$ cat src/rtl/ps2_pkg.sv
// Shared PS/2 definitions: host-transmit FSM states, command bytes and the
// scan codes the game logic decodes from the keyboard.
package ps2_pkg;

  typedef enum logic [2:0] {
    IDLE,
    INHIBIT,
    SEND,
    ACK,
    WAIT_IDLE
  } tx_state_t;

  localparam logic [7:0] CMD_SET_LED = 8'hED;
  localparam logic [7:0] CMD_ENABLE  = 8'hF4;
  localparam logic [7:0] CMD_RESET   = 8'hFF;
  localparam logic [7:0] ACK_BYTE    = 8'hFA;

  localparam logic [8:0] SPACE = 9'h029;
  localparam logic [8:0] W     = 9'h01D;
  localparam logic [8:0] A     = 9'h01C;
  localparam logic [8:0] S     = 9'h01B;
  localparam logic [8:0] D     = 9'h023;

  // Data byte with its odd-parity bit on top, in PS/2 bit order (LSB first).
  function automatic logic [8:0] frame_bits(input logic [7:0] data);
    return {~^data, data};
  endfunction

endpackage

$ cat src/rtl/ps2_line_sync.sv
// Two-flop synchronizer for one PS/2 line, plus a one-cycle pulse on each
// falling edge of the synchronized level. Idle lines are high, so flops reset to 1.
module ps2_line_sync (
  input  logic clk,
  input  logic rst,
  input  logic din,
  output logic level,
  output logic fall
);

  logic meta;
  logic level_q;

  always_ff @(posedge clk or negedge rst) begin
    if (!rst) begin
      meta    <= 1'b1;
      level   <= 1'b1;
      level_q <= 1'b1;
    end else begin
      meta    <= din;
      level   <= meta;
      level_q <= level;
    end
  end

  assign fall = level_q & ~level;

endmodule

$ cat src/rtl/ps2_host_tx.sv
// Host-to-device PS/2 transmitter: request-to-send, clock out one command
// byte on device clocks, then check the device ACK. Pins are open-drain.
module ps2_host_tx
  import ps2_pkg::*;
#(
  parameter int INHIBIT_CYCLES = 12000,
  parameter int TIMEOUT_CYCLES = 2000000
) (
  input  logic       clk,
  input  logic       rst,
  input  logic       tx_valid,
  input  logic [7:0] tx_data,
  output logic       tx_ready,
  input  logic       ps2_clk_i,
  input  logic       ps2_data_i,
  output logic       ps2_clk_oe,
  output logic       ps2_data_oe,
  output logic       busy,
  output logic       done,
  output logic       err
);

  localparam int IW = $clog2(INHIBIT_CYCLES + 1);
  localparam int TW = $clog2(TIMEOUT_CYCLES + 1);
  localparam logic [IW-1:0] INH_LAST = IW'(INHIBIT_CYCLES - 1);
  localparam logic [TW-1:0] TO_LAST  = TW'(TIMEOUT_CYCLES - 1);

  tx_state_t     state, state_n;
  logic [8:0]    shift, shift_n;
  logic [3:0]    bitcnt, bitcnt_n;
  logic [IW-1:0] icnt, icnt_n;
  logic [TW-1:0] wdog, wdog_n;
  logic          ack_ok, ack_ok_n;
  logic          data_oe_n, done_n, err_n;
  logic          sync_clk, sync_data, fall, data_fall_unused;
  logic          watched, timeout;

  ps2_line_sync u_clk_sync (
    .clk  (clk),
    .rst  (rst),
    .din  (ps2_clk_i),
    .level(sync_clk),
    .fall (fall)
  );

  ps2_line_sync u_data_sync (
    .clk  (clk),
    .rst  (rst),
    .din  (ps2_data_i),
    .level(sync_data),
    .fall (data_fall_unused)
  );

  always_ff @(posedge clk or negedge rst) begin
    if (!rst) begin
      state       <= IDLE;
      shift       <= '0;
      bitcnt      <= '0;
      icnt        <= '0;
      wdog        <= '0;
      ack_ok      <= 1'b0;
      ps2_data_oe <= 1'b0;
      done        <= 1'b0;
      err         <= 1'b0;
    end else begin
      state       <= state_n;
      shift       <= shift_n;
      bitcnt      <= bitcnt_n;
      icnt        <= icnt_n;
      wdog        <= wdog_n;
      ack_ok      <= ack_ok_n;
      ps2_data_oe <= data_oe_n;
      done        <= done_n;
      err         <= err_n;
    end
  end

  assign watched = (state == SEND) || (state == ACK) || (state == WAIT_IDLE);
  assign timeout = watched && (wdog == TO_LAST);

  always_comb begin
    state_n   = state;
    shift_n   = shift;
    bitcnt_n  = bitcnt;
    icnt_n    = icnt;
    wdog_n    = '0;
    ack_ok_n  = ack_ok;
    data_oe_n = ps2_data_oe;
    done_n    = 1'b0;
    err_n     = 1'b0;

    case (state)
      IDLE: begin
        if (tx_valid) begin
          shift_n   = frame_bits(tx_data);
          state_n   = INHIBIT;
          icnt_n    = '0;
          bitcnt_n  = '0;
          data_oe_n = (INHIBIT_CYCLES < 2);
        end
      end
      INHIBIT: begin
        // Start bit goes low during the last inhibit cycle, before CLK is released.
        if (icnt == INH_LAST) begin
          state_n = SEND;
          icnt_n  = '0;
        end else begin
          icnt_n = icnt + IW'(1);
          if (icnt_n == INH_LAST) data_oe_n = 1'b1;
        end
      end
      SEND: begin
        if (fall) begin
          if (bitcnt < 4'd9) begin
            data_oe_n = ~shift[bitcnt];
            bitcnt_n  = bitcnt + 4'd1;
          end else begin
            data_oe_n = 1'b0;
            state_n   = ACK;
          end
        end
      end
      ACK: begin
        if (fall) begin
          ack_ok_n = ~sync_data;
          state_n  = WAIT_IDLE;
        end
      end
      WAIT_IDLE: begin
        if (sync_clk && sync_data) begin
          state_n = IDLE;
          done_n  = ack_ok;
          err_n   = ~ack_ok;
        end
      end
      default: state_n = IDLE;
    endcase

    if (watched && !fall && state_n == state) wdog_n = wdog + TW'(1);

    // Timeout overrides any edge seen in the same cycle.
    if (timeout) begin
      state_n   = IDLE;
      data_oe_n = 1'b0;
      done_n    = 1'b0;
      err_n     = 1'b1;
      wdog_n    = '0;
    end
  end

  assign ps2_clk_oe = (state == INHIBIT);
  assign tx_ready   = (state == IDLE);
  assign busy       = ~tx_ready;

endmodule

$ cat config.mk
export PLATFORM = sky130hd
export DESIGN_NAME = ps2_host_tx
export DESIGN_NICKNAME = d
export VERILOG_FILES = /design/src/rtl/ps2_pkg.sv /design/src/rtl/ps2_line_sync.sv /design/src/rtl/ps2_host_tx.sv
export SDC_FILE = /design/constraint.sdc
export NUM_CORES = 1
export LEC_CHECK = 0
export CORE_ASPECT_RATIO = 0.9
export CORE_MARGIN = 2
export CORE_UTILIZATION = 50
export CTS_BUF_LIST = sky130_fd_sc_hd__clkbuf_8
export DETAILED_ROUTE_END_ITERATION = 10
export PLACE_DENSITY = 0.74
export SYNTH_ARGS = -nofsm -noshare
export SYNTH_HDL_FRONTEND = slang
export SYNTH_SLANG_ARGS = --single-unit
$ cat constraint.sdc
create_clock -name clk -period 2 [get_ports clk]
set_input_delay 0.2 -clock clk [delete_from_list [all_inputs] [get_ports clk]]
set_output_delay 0.2 -clock clk [all_outputs]
set_load 0.005 [all_outputs]
* After elaboration in Yosys (flattened, before gate mapping)
Index checks and enable logic that the tools add are counted.
Storage, ports and cells: register bits 60, bits of input ports 13, output and inout bits 6, logic and storage cells 89
Operators by class: add/subtract/negate cells 3, $lt $le $gt $ge 2, eq/ne operators 15, muxes and demuxes 32, bitwise operators 6, reduce and logical (&&, ||, !) cells 17
Operators with widths (count):
- 2-to-1 mux 21 bit | 2
- == test 14 bit (second input constant) | 2
- 2-to-1 mux 14 bit | 2
- one-hot mux 14 bit (2 select lines) | 1
- adder 21 x 1 -> 21 bit (second input constant) | 1
- == test 21 bit (second input constant) | 1
- 2-to-1 mux 3 bit | 7
- one-hot mux 3 bit (5 select lines) | 1
- adder 14 x 1 -> 14 bit (second input constant) | 1
- 2-to-1 mux 1 bit | 13
- 2-to-1 mux 4 bit | 3
- one-hot mux 4 bit (2 select lines) | 1
- XNOR reduction 8 bit | 1
- == test 3 x 2 -> 1 bit (second input constant) | 2
- != test 3 bit (second input constant) | 2
- AND reduction 2 bit | 3
- less-than comparator 4 x 5 -> 1 bit (second input constant) | 1
- NOT 1 bit | 5
- AND reduction 5 bit | 1
- adder 4 x 1 -> 4 bit (second input constant) | 1
- binary-select mux 1 bit (select 4 bit) | 1
- logical AND 1 bit | 4
- less-than comparator 4 bit (second input constant) | 1
- != test 2 bit (second input constant) | 2
- other kinds (14) | 16

* Depth between registers and ports, before layout
depth in word-level cells 8, gate-level depth with buffers 9, gate-level depth less buffers 7

* Cells and area by module
From an unflattened synthesis, not the netlist that was laid out.
Second synthesis, totals: cell total of the unflattened synthesis 354, area total of the unflattened synthesis 3344.5 um2
Modules (own cells, without submodules):
- ps2_host_tx | times used 1, cells each 346, area each 3159.3 um2, seq. area each 1376.3 um2
- ps2_line_sync | times used 2, cells each 4, area each 92.6 um2, seq. area each 78.8 um2

* Worst setup path after synthesis
OpenSTA, ideal clock, no wires.
kind register -> register, from register icnt[1], to register icnt[5], setup time 0.121 ns, data arrival time 1.855 ns, required time 1.879 ns, slack 0.024 ns, cell stages (with the launch flop) 9, path buffers 2, period minus slack after synthesis 1.976 ns, path through dfrtp_1 ha_1 buf_4 nand4_1 nor4_4 nand2b_1 buf_6 o21ai_1 a22o_1
Between the ends: cells in the longest elaborated chain, start to end 3, elaborated cells on any way between the ends 4, those cells by class add/sub: 1; eq/ne: 1; mux: 2
RTL lines:
- start: declaration | RTL line ps2_host_tx.sv:31 | logic [IW-1:0] icnt, icnt_n;
- start signal: assignment | RTL line ps2_host_tx.sv:69 | icnt <= icnt_n;
- adder 14 x 1 -> 14 bit or == test 14 bit (tied branches) | RTL line ps2_host_tx.sv:108, ps2_host_tx.sv:104
- 2-to-1 mux 14 bit * | RTL line ps2_host_tx.sv:104 | if (icnt == INH_LAST) begin
- one-hot mux 14 bit (2 select lines) * | RTL line ps2_host_tx.sv:92 | case (state)
Mark *: on every way between the ends. The rest lies on a longest branch, timed or not. A chain may end at the register's enable or synchronous reset.

* Worst setup path after layout
from register state[0], to output port tx_ready
Between the ends: cells in the longest elaborated chain, start to end 1
RTL lines:
- start: declaration | RTL line ps2_host_tx.sv:28 | tx_state_t state, state_n;
- start signal: assignment | RTL line ps2_host_tx.sv:66 | state <= state_n;
- zero test 3 bit | RTL line ps2_host_tx.sv:152 | assign tx_ready = (state == IDLE);
- end: declaration | RTL line ps2_host_tx.sv:13 | output logic tx_ready,
No other way between the ends.

==> results.py <==
metrics = {
    "placement": {
        "post-place-ws_ns": 0.0902,
        "io_buffers": 18,
        "routabilityCongestion": 0.878,
        "dp_cells": 473,
        "hpwlAfterDp_um": 4890,
    },
    "critical_path": {
        "cp_cell_sequence": "buf_4, nor3_1, buf_4, clkdlybuf4s50_1",
        "critPathLaunchType": "register",
        "worstPathArrival_ns": 1.76,
        "end_kind": "primary output",
        "cp.required_ns": 1.80,
        "cpMaxStageDelayCell": "clkdlybuf4s50_1",
        "max_stage_delay_ns": 0.49,
        "critPathTopFamily": "buffers and inverters",
        "cp_max_fo": 8,
        "path_buf_inv": 3,
        "worstSetupPathType": "register to primary output",
        "crit_top_cell": "buf_4",
    },
    "timing": {
        "hold_viol": 0,
        "fin_ws_ns": 0.0394,
        "maxSlewViolCount": 0,
        "fmax_mhz": 510,
        "skew_ns": 0.0122,
        "fin_crit_ns": 1.96,
        "rsz0062_at_grt": "yes",
        "holdWs_ns": 0.274,
        "max_slew_margin": 0.708,
        "setup_viol": 0,
        "min_period_over_period": 0.980,
        "finalSetupTns_ns": 0,
        "worst_pin_slew_ns": 0.428,
    },
    "clock_tree": {
        "clk_latency_ns": 0.34,
        "postCtsSetupRepairBufs": 0,
        "htreeDepth": 3,
        "clkSinkCount": 60,
        "clock_tree.buffer_depth": 2,
        "clkTransAtPathRegs_ns": 0.07,
        "cts_tree": "done",
        "cts_root_buffer": "clkbuf_8",
        "cts_inserted_buffers": 9,
    },
    "detailed_routing": {
        "drt_pass1_iterations": 5,
        "wl_per_cell_um": 14.3,
        "drtIter0Drc": 206,
        "routed_via_density": 5.63,
        "num_vias": 2761,
        "drc": 0,
        "routed_wl_um": 7000,
        "postRouteAntennaNets": 0,
    },
    "logic_synthesis": {
        "syn_area_um2": 3260,
        "synth_ff_type": "dfrtp_1",
        "synth_nets": 368,
        "synth.distinct_cells": 58,
        "synth_edf_count": 0,
        "synth.yosys.seq_area_share": 0.462,
        "ys_warn_count": 0,
        "async_flop_share": 1.00,
        "syn_area_per_cell_um2": 9.32,
        "ys_seq_elements": 60,
        "synthCells": 350,
    },
    "cells_and_area": {
        "nets": 416,
        "multiInputGateArea_um2": 1630,
        "final_common_cell": "dfrtp_1",
        "final_cell_mix": "dfrtp_1 (53), nand2_1 (47), nor2_1 (33), buf_4 (31), nand3_1 (18)",
        "nFillCells": 529,
        "regArea_um2": 1510,
        "fin_cells": 490,
        "layout-drive-gt1-share": 0.166,
        "syn2layout_area_growth_pct": 21.5,
        "num_antenna_cells": 0,
    },
    "pwr": {
        "p_leak_uw": 0.00164,
        "seq_power_share": 0.395,
        "peakVddDrop_v": 0.000609,
        "clock_power_share": 0.306,
        "p_comb_frac": 0.299,
        "powerDensity_nw_per_um2": 944,
        "p_switching_uw": 1210,
        "swShare": 0.324,
        "p_int_uw": 2530,
    },
    "grt": {
        "grt-ovfl-total": 0,
        "antenna_found_initial": 0,
        "grt_pass1_wl_um": 12000,
        "groute.usage.overall": 0.218,
        "grt_start_max_net_pins": 61,
        "grt_pass1_vias": 2622,
    },
    "die": {
        "initial_utilization": 0.525,
        "dieHeight_um": 80.6,
        "die_w_um": 89.1,
        "core_um2": 6220,
        "die_area_um2": 7180,
        "io_pins": 19,
        "rows": 27,
    },
    "hold_path": {
        "hp-class": "input port to register",
    },
    "status": {
        "outcome": "finished clean",
    },
    "flow_run": {
        "maxCapViolCount": 0,
    },
}
[worst register-to-register path: cells and delay by family, from the launching register on]
kind            cells  cell delay (ns)
flops               1             0.38
buf+inv             2             0.28
fa+ha+maj           1             0.22
compound gates      4             0.96
[per-layer routing]
layer  vias up  global-route usage  part of all wire
li1       1352                   -                 -
met1      1329               0.307              0.47
met2        68               0.318              0.46
met3        12              0.0689             0.048
met4         0              0.0701             0.018
met5         -                   0                 0
[sequential cells by signal, indices dropped and copies added, names as in the netlist]
register	cells
wdog	21
icnt	14
shift	9
bitcnt	4
state	3
ack_ok	1
done	1
err	1
ps2_data_oe	1
u_clk_sync.level	1
u_clk_sync.level_q	1
u_clk_sync.meta	1
u_data_sync.level	1
u_data_sync.meta	1
[power groups by stage]
| stage | Sequential (µW) | Combinational, µW | Clock [µW] |
|---|---|---|---|
| final | 1480 | 1120 | 1140 |
| after global routing | 1500 | 1240 | 1220 |
| after CTS | 1470 | 1100 | 1170 |
| after detailed placement | 1500 | 1100 | 0 |
| after global placement | 1490 | 1080 | 0 |
| after floorplan | 1490 | 662 | 0 |
[synthesized netlist by cell type, drive strengths merged, types with 4 or more instances]
master,n,area share
nand2b,6,0.012
dfrtp,55,0.42
nor2b,4,0.0077
buf,8,0.018
a21oi,11,0.017
nor3,9,0.014
a21o,4,0.0092
xnor2,10,0.027
and3,4,0.0077
nand4,11,0.021
o21ai,18,0.028
nor4,5,0.014
nand2,47,0.054
nor2,34,0.040
and2,4,0.0077
ha,5,0.019
inv,11,0.013
clkbuf,7,0.0081
nand3,18,0.028
o31ai,6,0.014
dfstp,5,0.040
or3,4,0.0092
xor2,16,0.043
[through the flow]
stage / power (µW) / area [µm²] / utilization
after global placement: 2570 / 3730 / 0.600
after CTS: 3750 / 3950 / 0.636
final: 3740 / 3960 / 0.637
after floorplan: 2160 / 3260 / -
after global routing: 3960 / 3960 / 0.637
after detailed placement: 2590 / 3730 / 0.600
[final timing paths]
path | start | end | slack [ns] | depth (start not counted)
min in group asynchronous | rst | shift[1]$_DFFE_PN0P_ | 0.38 | 3
worst max-delay path | state[0]$_DFF_PN0_ | tx_ready | 0.04 | 4
worst min register to register | u_clk_sync.meta$_DFF_PN1_ | u_clk_sync.level$_DFF_PN1_ | 0.36 | 0
worst max register to register | icnt[0]$_DFFE_PN0P_ | ps2_data_oe$_DFFE_PN0P_ | 0.08 | 7
worst min-delay path | ps2_clk_i | u_clk_sync.meta$_DFF_PN1_ | 0.27 | 1
max in group asynchronous | rst | u_data_sync.level$_DFF_PN1_ | 1.29 | 3
[area by class of cell]
| type | instances | area share |
|---|---|---|
| clock buffer | 11 | 0.0382 |
| clock inverter | 5 | 0.0148 |
| inverter | 11 | 0.0104 |
| multi-input combinational | 264 | 0.412 |
| sequential | 60 | 0.381 |
| tap | 87 | 0.0275 |
| timing repair buffer | 52 | 0.116 |
[logic make-up (layout without fill, tap and decap cells)]
family / count (synthesis) / in the layout / synth area share
xor gates and xnor gates: 26 / 26 / 0.0698
AOI/OAI and AO/OA: 72 / 72 / 0.154
adders and majority gates: 5 / 5 / 0.0192
buffers and inverters: 26 / 79 / 0.0391
muxes: 3 / 3 / 0.00998
and+or+nand+nor: 158 / 158 / 0.245
DFF: 60 / 60 / 0.462
[repair_timing]
action                     4_1_cts  5_1_grt
gates resized for setup          0        4
hold endpoints to repair        55        0
hold buffers                     1        0
setup endpoints to repair        0        5
Power figures use the tool's default switching activity.
